$ cat config.mk
export PLATFORM = sky130hd
export DESIGN_NAME = inst_fetch_cache
export DESIGN_NICKNAME = d
export VERILOG_FILES = /design/src/rtl/inst_fetch_cache_pkg.sv /design/src/rtl/inst_fetch_cache_line_ram.sv /design/src/rtl/inst_fetch_cache.sv
export SDC_FILE = /design/constraint.sdc
export NUM_CORES = 2
export LEC_CHECK = 0
export CAP_MARGIN = 20
export CELL_PAD_IN_SITES_DETAIL_PLACEMENT = 0
export CELL_PAD_IN_SITES_GLOBAL_PLACEMENT = 2
export CORE_MARGIN = 5
export CORE_UTILIZATION = 45
export CTS_CLUSTER_DIAMETER = 100
export DETAILED_ROUTE_END_ITERATION = 6
export PLACE_DENSITY = 0.78
export SETUP_SLACK_MARGIN = 0.02
export SKIP_LAST_GASP = 1
export SLEW_MARGIN = 20
export SYNTH_ARGS = -nofsm -noshare
export SYNTH_HDL_FRONTEND = slang
export SYNTH_SLANG_ARGS = --single-unit
export TNS_END_PERCENT = 10
$ cat constraint.sdc
create_clock -name clk -period 5.3 [get_ports clk]
set_input_delay 1.06 -clock clk [delete_from_list [all_inputs] [get_ports clk]]
set_output_delay 1.06 -clock clk [all_outputs]
set_load 0.02 [all_outputs]
$ cat src/rtl/inst_fetch_cache_pkg.sv
// Shared definitions for the instruction-fetch cache: FSM encodings, response
// record and address-field width helpers.
package inst_fetch_cache_pkg;

    localparam logic [1:0] ST_IDLE   = 2'd0;
    localparam logic [1:0] ST_REFILL = 2'd1;
    localparam logic [1:0] ST_RESP   = 2'd2;

    typedef struct packed {
        logic [31:0] inst;
        logic [31:0] pc;
        logic        err;
    } resp_t;

    function automatic int off_w(input int line_words);
        return $clog2(line_words);
    endfunction

    function automatic int idx_w(input int num_lines);
        return $clog2(num_lines);
    endfunction

    function automatic int tag_w(input int line_words, input int num_lines);
        return 32 - 2 - off_w(line_words) - idx_w(num_lines);
    endfunction

endpackage

$ cat src/rtl/inst_fetch_cache_line_ram.sv
// Line storage for the I-cache: word-granular data array, per-line tag array and
// valid bits with one write port and one combinational read port.
module inst_fetch_cache_line_ram
    import inst_fetch_cache_pkg::*;
#(
    parameter  int LINE_WORDS = 4,
    parameter  int NUM_LINES  = 16,
    localparam int OFF_W      = off_w(LINE_WORDS),
    localparam int IDX_W      = idx_w(NUM_LINES),
    localparam int TAG_W      = tag_w(LINE_WORDS, NUM_LINES)
) (
    input  logic             clk,
    input  logic             rst,
    input  logic             flush,
    input  logic             wr_en,
    input  logic [IDX_W-1:0] wr_idx,
    input  logic [OFF_W-1:0] wr_off,
    input  logic [31:0]      wr_data,
    input  logic             tag_wr,
    input  logic [TAG_W-1:0] wr_tag,
    input  logic             valid_set,
    input  logic [IDX_W-1:0] rd_idx,
    input  logic [OFF_W-1:0] rd_off,
    output logic [31:0]      rd_data,
    output logic [TAG_W-1:0] rd_tag,
    output logic             rd_valid
);

    logic [31:0]          data_mem [NUM_LINES*LINE_WORDS];
    logic [TAG_W-1:0]     tag_mem  [NUM_LINES];
    logic [NUM_LINES-1:0] valid;

    always_ff @(posedge clk) begin
        if (wr_en) begin
            data_mem[{wr_idx, wr_off}] <= wr_data;
        end
        if (tag_wr) begin
            tag_mem[wr_idx] <= wr_tag;
        end
    end

    // Flush beats a simultaneous line install so a flushed refill stays invalid.
    always_ff @(posedge clk or posedge rst) begin
        if (rst) begin
            valid <= '0;
        end else if (flush) begin
            valid <= '0;
        end else if (valid_set) begin
            valid[wr_idx] <= 1'b1;
        end
    end

    assign rd_data  = data_mem[{rd_idx, rd_off}];
    assign rd_tag   = tag_mem[rd_idx];
    assign rd_valid = valid[rd_idx];

endmodule

$ cat src/rtl/inst_fetch_cache.sv
// Direct-mapped read-only instruction cache with valid/ready request and response
// handshakes, critical-word-first refill from a word-wide memory read port.
module inst_fetch_cache
    import inst_fetch_cache_pkg::*;
#(
    parameter int          LINE_WORDS = 4,
    parameter int          NUM_LINES  = 16,
    parameter logic [31:0] ADDR_BASE  = 32'h8000_0000
) (
    input  logic        clk,
    input  logic        rst,
    input  logic        req_valid,
    output logic        req_ready,
    input  logic [31:0] req_pc,
    input  logic        flush,
    output logic        resp_valid,
    input  logic        resp_ready,
    output logic [31:0] resp_inst,
    output logic [31:0] resp_pc,
    output logic        resp_err,
    output logic [31:0] hit_cnt,
    output logic [31:0] miss_cnt,
    output logic        mem_rd,
    output logic [31:0] mem_addr,
    input  logic [31:0] mem_rdata
);

    localparam int OFF_W   = off_w(LINE_WORDS);
    localparam int IDX_W   = idx_w(NUM_LINES);
    localparam int TAG_W   = tag_w(LINE_WORDS, NUM_LINES);
    localparam int TAG_LSB = 2 + OFF_W + IDX_W;

    logic [1:0]       state;
    logic [OFF_W-1:0] cnt;
    logic             flushed;
    resp_t            resp_q;
    logic [31:0]      fill_pc;
    logic [31:0]      crit_word;

    logic [OFF_W-1:0] req_off, fill_off, fill_word_off;
    logic [IDX_W-1:0] req_idx, fill_idx;
    logic [TAG_W-1:0] req_tag, fill_tag;
    logic [31:0]      rd_data;
    logic [TAG_W-1:0] rd_tag;
    logic             rd_valid;
    logic             accept, req_err, req_hit, refilling, fill_last;

    assign req_off  = req_pc[2 +: OFF_W];
    assign req_idx  = req_pc[2 + OFF_W +: IDX_W];
    assign req_tag  = req_pc[TAG_LSB +: TAG_W];
    assign fill_off = fill_pc[2 +: OFF_W];
    assign fill_idx = fill_pc[2 + OFF_W +: IDX_W];
    assign fill_tag = fill_pc[TAG_LSB +: TAG_W];

    assign refilling     = (state == ST_REFILL);
    // Offset arithmetic wraps inside the line, giving critical-word-first order.
    assign fill_word_off = fill_off + cnt;
    assign fill_last     = refilling && (cnt == OFF_W'(LINE_WORDS - 1));

    assign req_ready = (state == ST_IDLE) || ((state == ST_RESP) && resp_ready);
    assign accept    = req_valid && req_ready;
    assign req_err   = (req_pc[1:0] != 2'b00) || (req_pc < ADDR_BASE);
    assign req_hit   = rd_valid && (rd_tag == req_tag);

    assign mem_rd   = refilling;
    assign mem_addr = {fill_pc[31:2+OFF_W], fill_word_off, 2'b00};

    inst_fetch_cache_line_ram #(
        .LINE_WORDS (LINE_WORDS),
        .NUM_LINES  (NUM_LINES)
    ) u_line_ram (
        .clk       (clk),
        .rst       (rst),
        .flush     (flush),
        .wr_en     (refilling),
        .wr_idx    (fill_idx),
        .wr_off    (fill_word_off),
        .wr_data   (mem_rdata),
        .tag_wr    (fill_last),
        .wr_tag    (fill_tag),
        .valid_set (fill_last && !flushed),
        .rd_idx    (req_idx),
        .rd_off    (req_off),
        .rd_data   (rd_data),
        .rd_tag    (rd_tag),
        .rd_valid  (rd_valid)
    );

    always_ff @(posedge clk or posedge rst) begin
        if (rst) begin
            state    <= ST_IDLE;
            cnt      <= '0;
            flushed  <= 1'b0;
            resp_q   <= '0;
            hit_cnt  <= '0;
            miss_cnt <= '0;
        end else begin
            if (refilling) begin
                cnt <= cnt + OFF_W'(1);
                if (flush) begin
                    flushed <= 1'b1;
                end
            end
            if (accept) begin
                if (req_err) begin
                    state  <= ST_RESP;
                    resp_q <= '{inst: 32'h0, pc: req_pc, err: 1'b1};
                end else if (req_hit) begin
                    state   <= ST_RESP;
                    resp_q  <= '{inst: rd_data, pc: req_pc, err: 1'b0};
                    hit_cnt <= hit_cnt + 32'd1;
                end else begin
                    state    <= ST_REFILL;
                    cnt      <= '0;
                    flushed  <= 1'b0;
                    miss_cnt <= miss_cnt + 32'd1;
                end
            end else if (fill_last) begin
                state  <= ST_RESP;
                resp_q <= '{inst: crit_word, pc: fill_pc, err: 1'b0};
            end else if ((state == ST_RESP) && resp_ready) begin
                state <= ST_IDLE;
            end
        end
    end

    // The first word fetched is the requested one; keep it for the response.
    always_ff @(posedge clk) begin
        if (accept) begin
            fill_pc <= req_pc;
        end
        if (refilling && (cnt == '0)) begin
            crit_word <= mem_rdata;
        end
    end

    assign resp_valid = (state == ST_RESP);
    assign resp_inst  = resp_q.inst;
    assign resp_pc    = resp_q.pc;
    assign resp_err   = resp_q.err;

endmodule

==> impl_metrics.toml <==
[run_status]
status = "finished, final reports clean"

[logic_synthesis]
synth_area_mm2 = 0.1022
async_reset_ff_share_pct = 5.669
synth.avg_cell_area_um2 = 22.83
yosys.cell_types.count = 63
synth_top_cell_by_area = "edfxtp_1"
synth_area_leaders = "edfxtp_1 73%, mux4_2 16%, dfrtp_1 3.7%, mux2i_1 0.88%, clkbuf_1 0.62%"
synth_seq_cells = 2646
synth_edf_count = 2496
ys_seq_area_share_pct = 77.04
netlist.area_leader.share_pct = 73.37
synth_warnings = 0
synth_cells = 4475
ys.flop_type = "edfxtp_1"

[setup_path]
worst-endpoint-arrival_ns = 4.97
rrSetupSlack_ns = 1.56
crit_required_ns = 6.06
reg2reg_from = "u_line_ram.tag_mem[13][3]"
crit_path_end_kind = "flip-flop"
r2r_cells = 10
crit_family = "buffers and inverters"
start_kind = "input port"
r2r_end = "hit_cnt[1]"
worstPathCellList = "buf_6, buf_12, mux4_2, xor2_1, o311ai_1, o21ai_0, or3_1, nor4_1, nand3_2, buf_4, o221a_1"
slowest_stage = "o311ai_1"
worstSetupPathType = "in2reg"
path_buf_inv = 3
worstSetupEndpoint = "resp_inst[8]"
worstPathMaxFanout = 51
max_stage_delay_ns = 0.53
crit_start = "req_pc[6]"
cp_num_cells = 11

[global_route]
grt_pass1_vias = 50030
gr-total-overflow = 0
grt_usage_pct = 22.81
grt_max_degree = 97
antenna_found_initial = 16
grt_pass1_wl_um = 383800

[placed_design]
dpl_cell_area_mm2 = 0.1095
place.port_buffers = 230
dpl.hpwl_um = 154600
gp_congestion = 0.8042

[routing]
wl_um = 271900
wl_per_cell_um = 33.39
firstDrtPassIters = 5
vias_per_cell = 6.194
drtAntennaViolNets = 0
drc_errors = 0
drt-initial-drc-count = 6070
via_count = 50450

[pwr]
ir_drop_uv = 367.8
total_leakage_power_nw = 37.71
power-per-cell-area_mw_per_mm2 = 405.8

[timing]
fin_crit_sh_pct = 79.33
report.final.slew_viol_count = 0
fin_crit_ns = 4.205
hold_viol = 0
setup_viol = 0
fmax_mhz = 237.8
rsz0062_at_grt = "false"
skew_ns = 0.09280
worst_slew_pin_slew_ns = 1.206
slew-limit-headroom_pct = 19.59
setup_tns_ns = 0

[layout]
final_common_cell = "edfxtp_1"
drive_above_1_share_pct = 28.35
final_util_pct = 52.27
mostFrequentLayoutCells = "2496 x edfxtp_1, 741 x mux4_2, 293 x clkbuf_16, 192 x clkdlybuf4s50_1, 155 x buf_4"
nets = 4996
final_area_mm2 = 0.1185
syn_to_final_growth_pct = 15.96

[floorplan]
die_x_um = 486.5
design.core.area_mm2 = 0.2266
fp-row-count = 175
initial_core_util_pct = 45.08
die_area_mm2 = 0.2366
io_pins = 233
die_h_um = 486.5

[cts]
root_buffer = "clkbuf_16"
h-tree-depth = 5
ctsResizeCount = 0
clock-sinks = 2646
clkTransAtPathRegs_ns = 0.06
clock_latency_ns = 0.92
cts_tree = "yes"
cts-buffers-inserted = 286
cts.path.max_buffers = 4
post_cts_buffers = 0
hold_buffers = 0

[min_path]
hold_class = "reg2reg"
min_from = "miss_cnt[31]"
min_path_cells = 1

[job]
max-cap-violations = 0
==> final cells by class <==
class	count	area [um2]
fillers	17300	108200
flip-flops and latches	2646	78710
multi-input cells	1550	22740
clock buffers	375	7780
repair buffers	423	4368
well taps	3009	3765
clock inverters	117	1017
inverters	15	65.06
diodes	9	22.52
==> where the power goes <==
part	internal, mW	total [mW]	switching [mW]
Clock	11.2	19.0	7.79
Combinational	1.90	4.80	2.90
Sequential	23.7	24.3	0.597
Total	36.8	48.1	11.3
==> metal layers <==
layer | routed length, um | global-route usage [%]
met1 | 108800 | 32.51
met2 | 131400 | 36.43
met3 | 23060 | 4.139
met4 | 8642 | 6.857
met5 | 7 | 0
==> cells in the mapped netlist, types with 7 or more instances <==
master     number
o22a_1          8
nand2_1        57
inv_1          13
xor2_1         40
nand3_1        40
buf_1          21
o22ai_1        33
nand2b_1        7
buf_2          30
nor4_1         17
nand4_1        24
mux2i_1        90
o21ai_0        16
buf_4          43
dfrtp_1       150
mux4_2        741
nor2b_1        19
xnor2_1        52
nor2_1        136
and2_1          9
a2bb2oi_1      30
clkbuf_1      169
nor3_1         18
a21oi_1        33
a22o_1          7
a22oi_1        22
edfxtp_1     2496
o21a_1         29
and3_1         27
o221a_1        24
==> worst register-to-register path: stages (launching register included) <==
cell      delay, ns
edfxtp_1       0.38
mux4_2         0.46
mux2i_1        0.20
mux2i_1        0.13
or4_1          0.48
a2111o_1       0.31
nor4b_2        0.42
nand4_2        0.27
buf_4          0.34
nor2_1         0.23
mux2_2         0.35
==> how the worst min path moves through the flow <==
stage                                  endpoint  slack [ns]
global placement                   miss_cnt[31]        0.46
floorplan                  u_line_ram.valid[12]        0.46
CTS                                miss_cnt[31]        0.47
global route        u_line_ram.data_mem[43][13]        0.51
detailed placement                 miss_cnt[31]        0.47
finish                             miss_cnt[31]        0.47
==> kinds of logic after synthesis <==
logic type	share of synthesized area [%]
flops	77.04
mux	17.28
simple gates	1.857
buf+inv	1.238
compound gates	1.722
xor+xnor	0.7888
fa+ha+maj	0.06124
other cells	0.003671
==> through the flow <==
step / hold slack (ns) / worst slack, ns / power (mW) / cells
after global placement: 0.4640 / 0.3172 / 29.45 / 7638
after CTS: 0.4739 / 1.184 / 48.40 / 8130
after detailed placement: 0.4665 / 0.2819 / 29.55 / 7638
final: 0.4736 / 1.095 / 48.07 / 8144
after global routing: 0.5058 / 1.062 / 49.56 / 8141
after floorplan: 0.4573 / 0.2036 / 26.97 / 4476
==> flip-flops by register name (all words and copies together) (netlist names) <==
name	cells
hit_cnt	32
state	2
flushed	1
resp_pc	32
miss_cnt	32
u_line_ram.valid	16
resp_inst	32
u_line_ram.data_mem	2048
cnt	2
crit_word	32
resp_err	1
fill_pc	32
u_line_ram.tag_mem	384
Power figures use the tool's default switching activity.
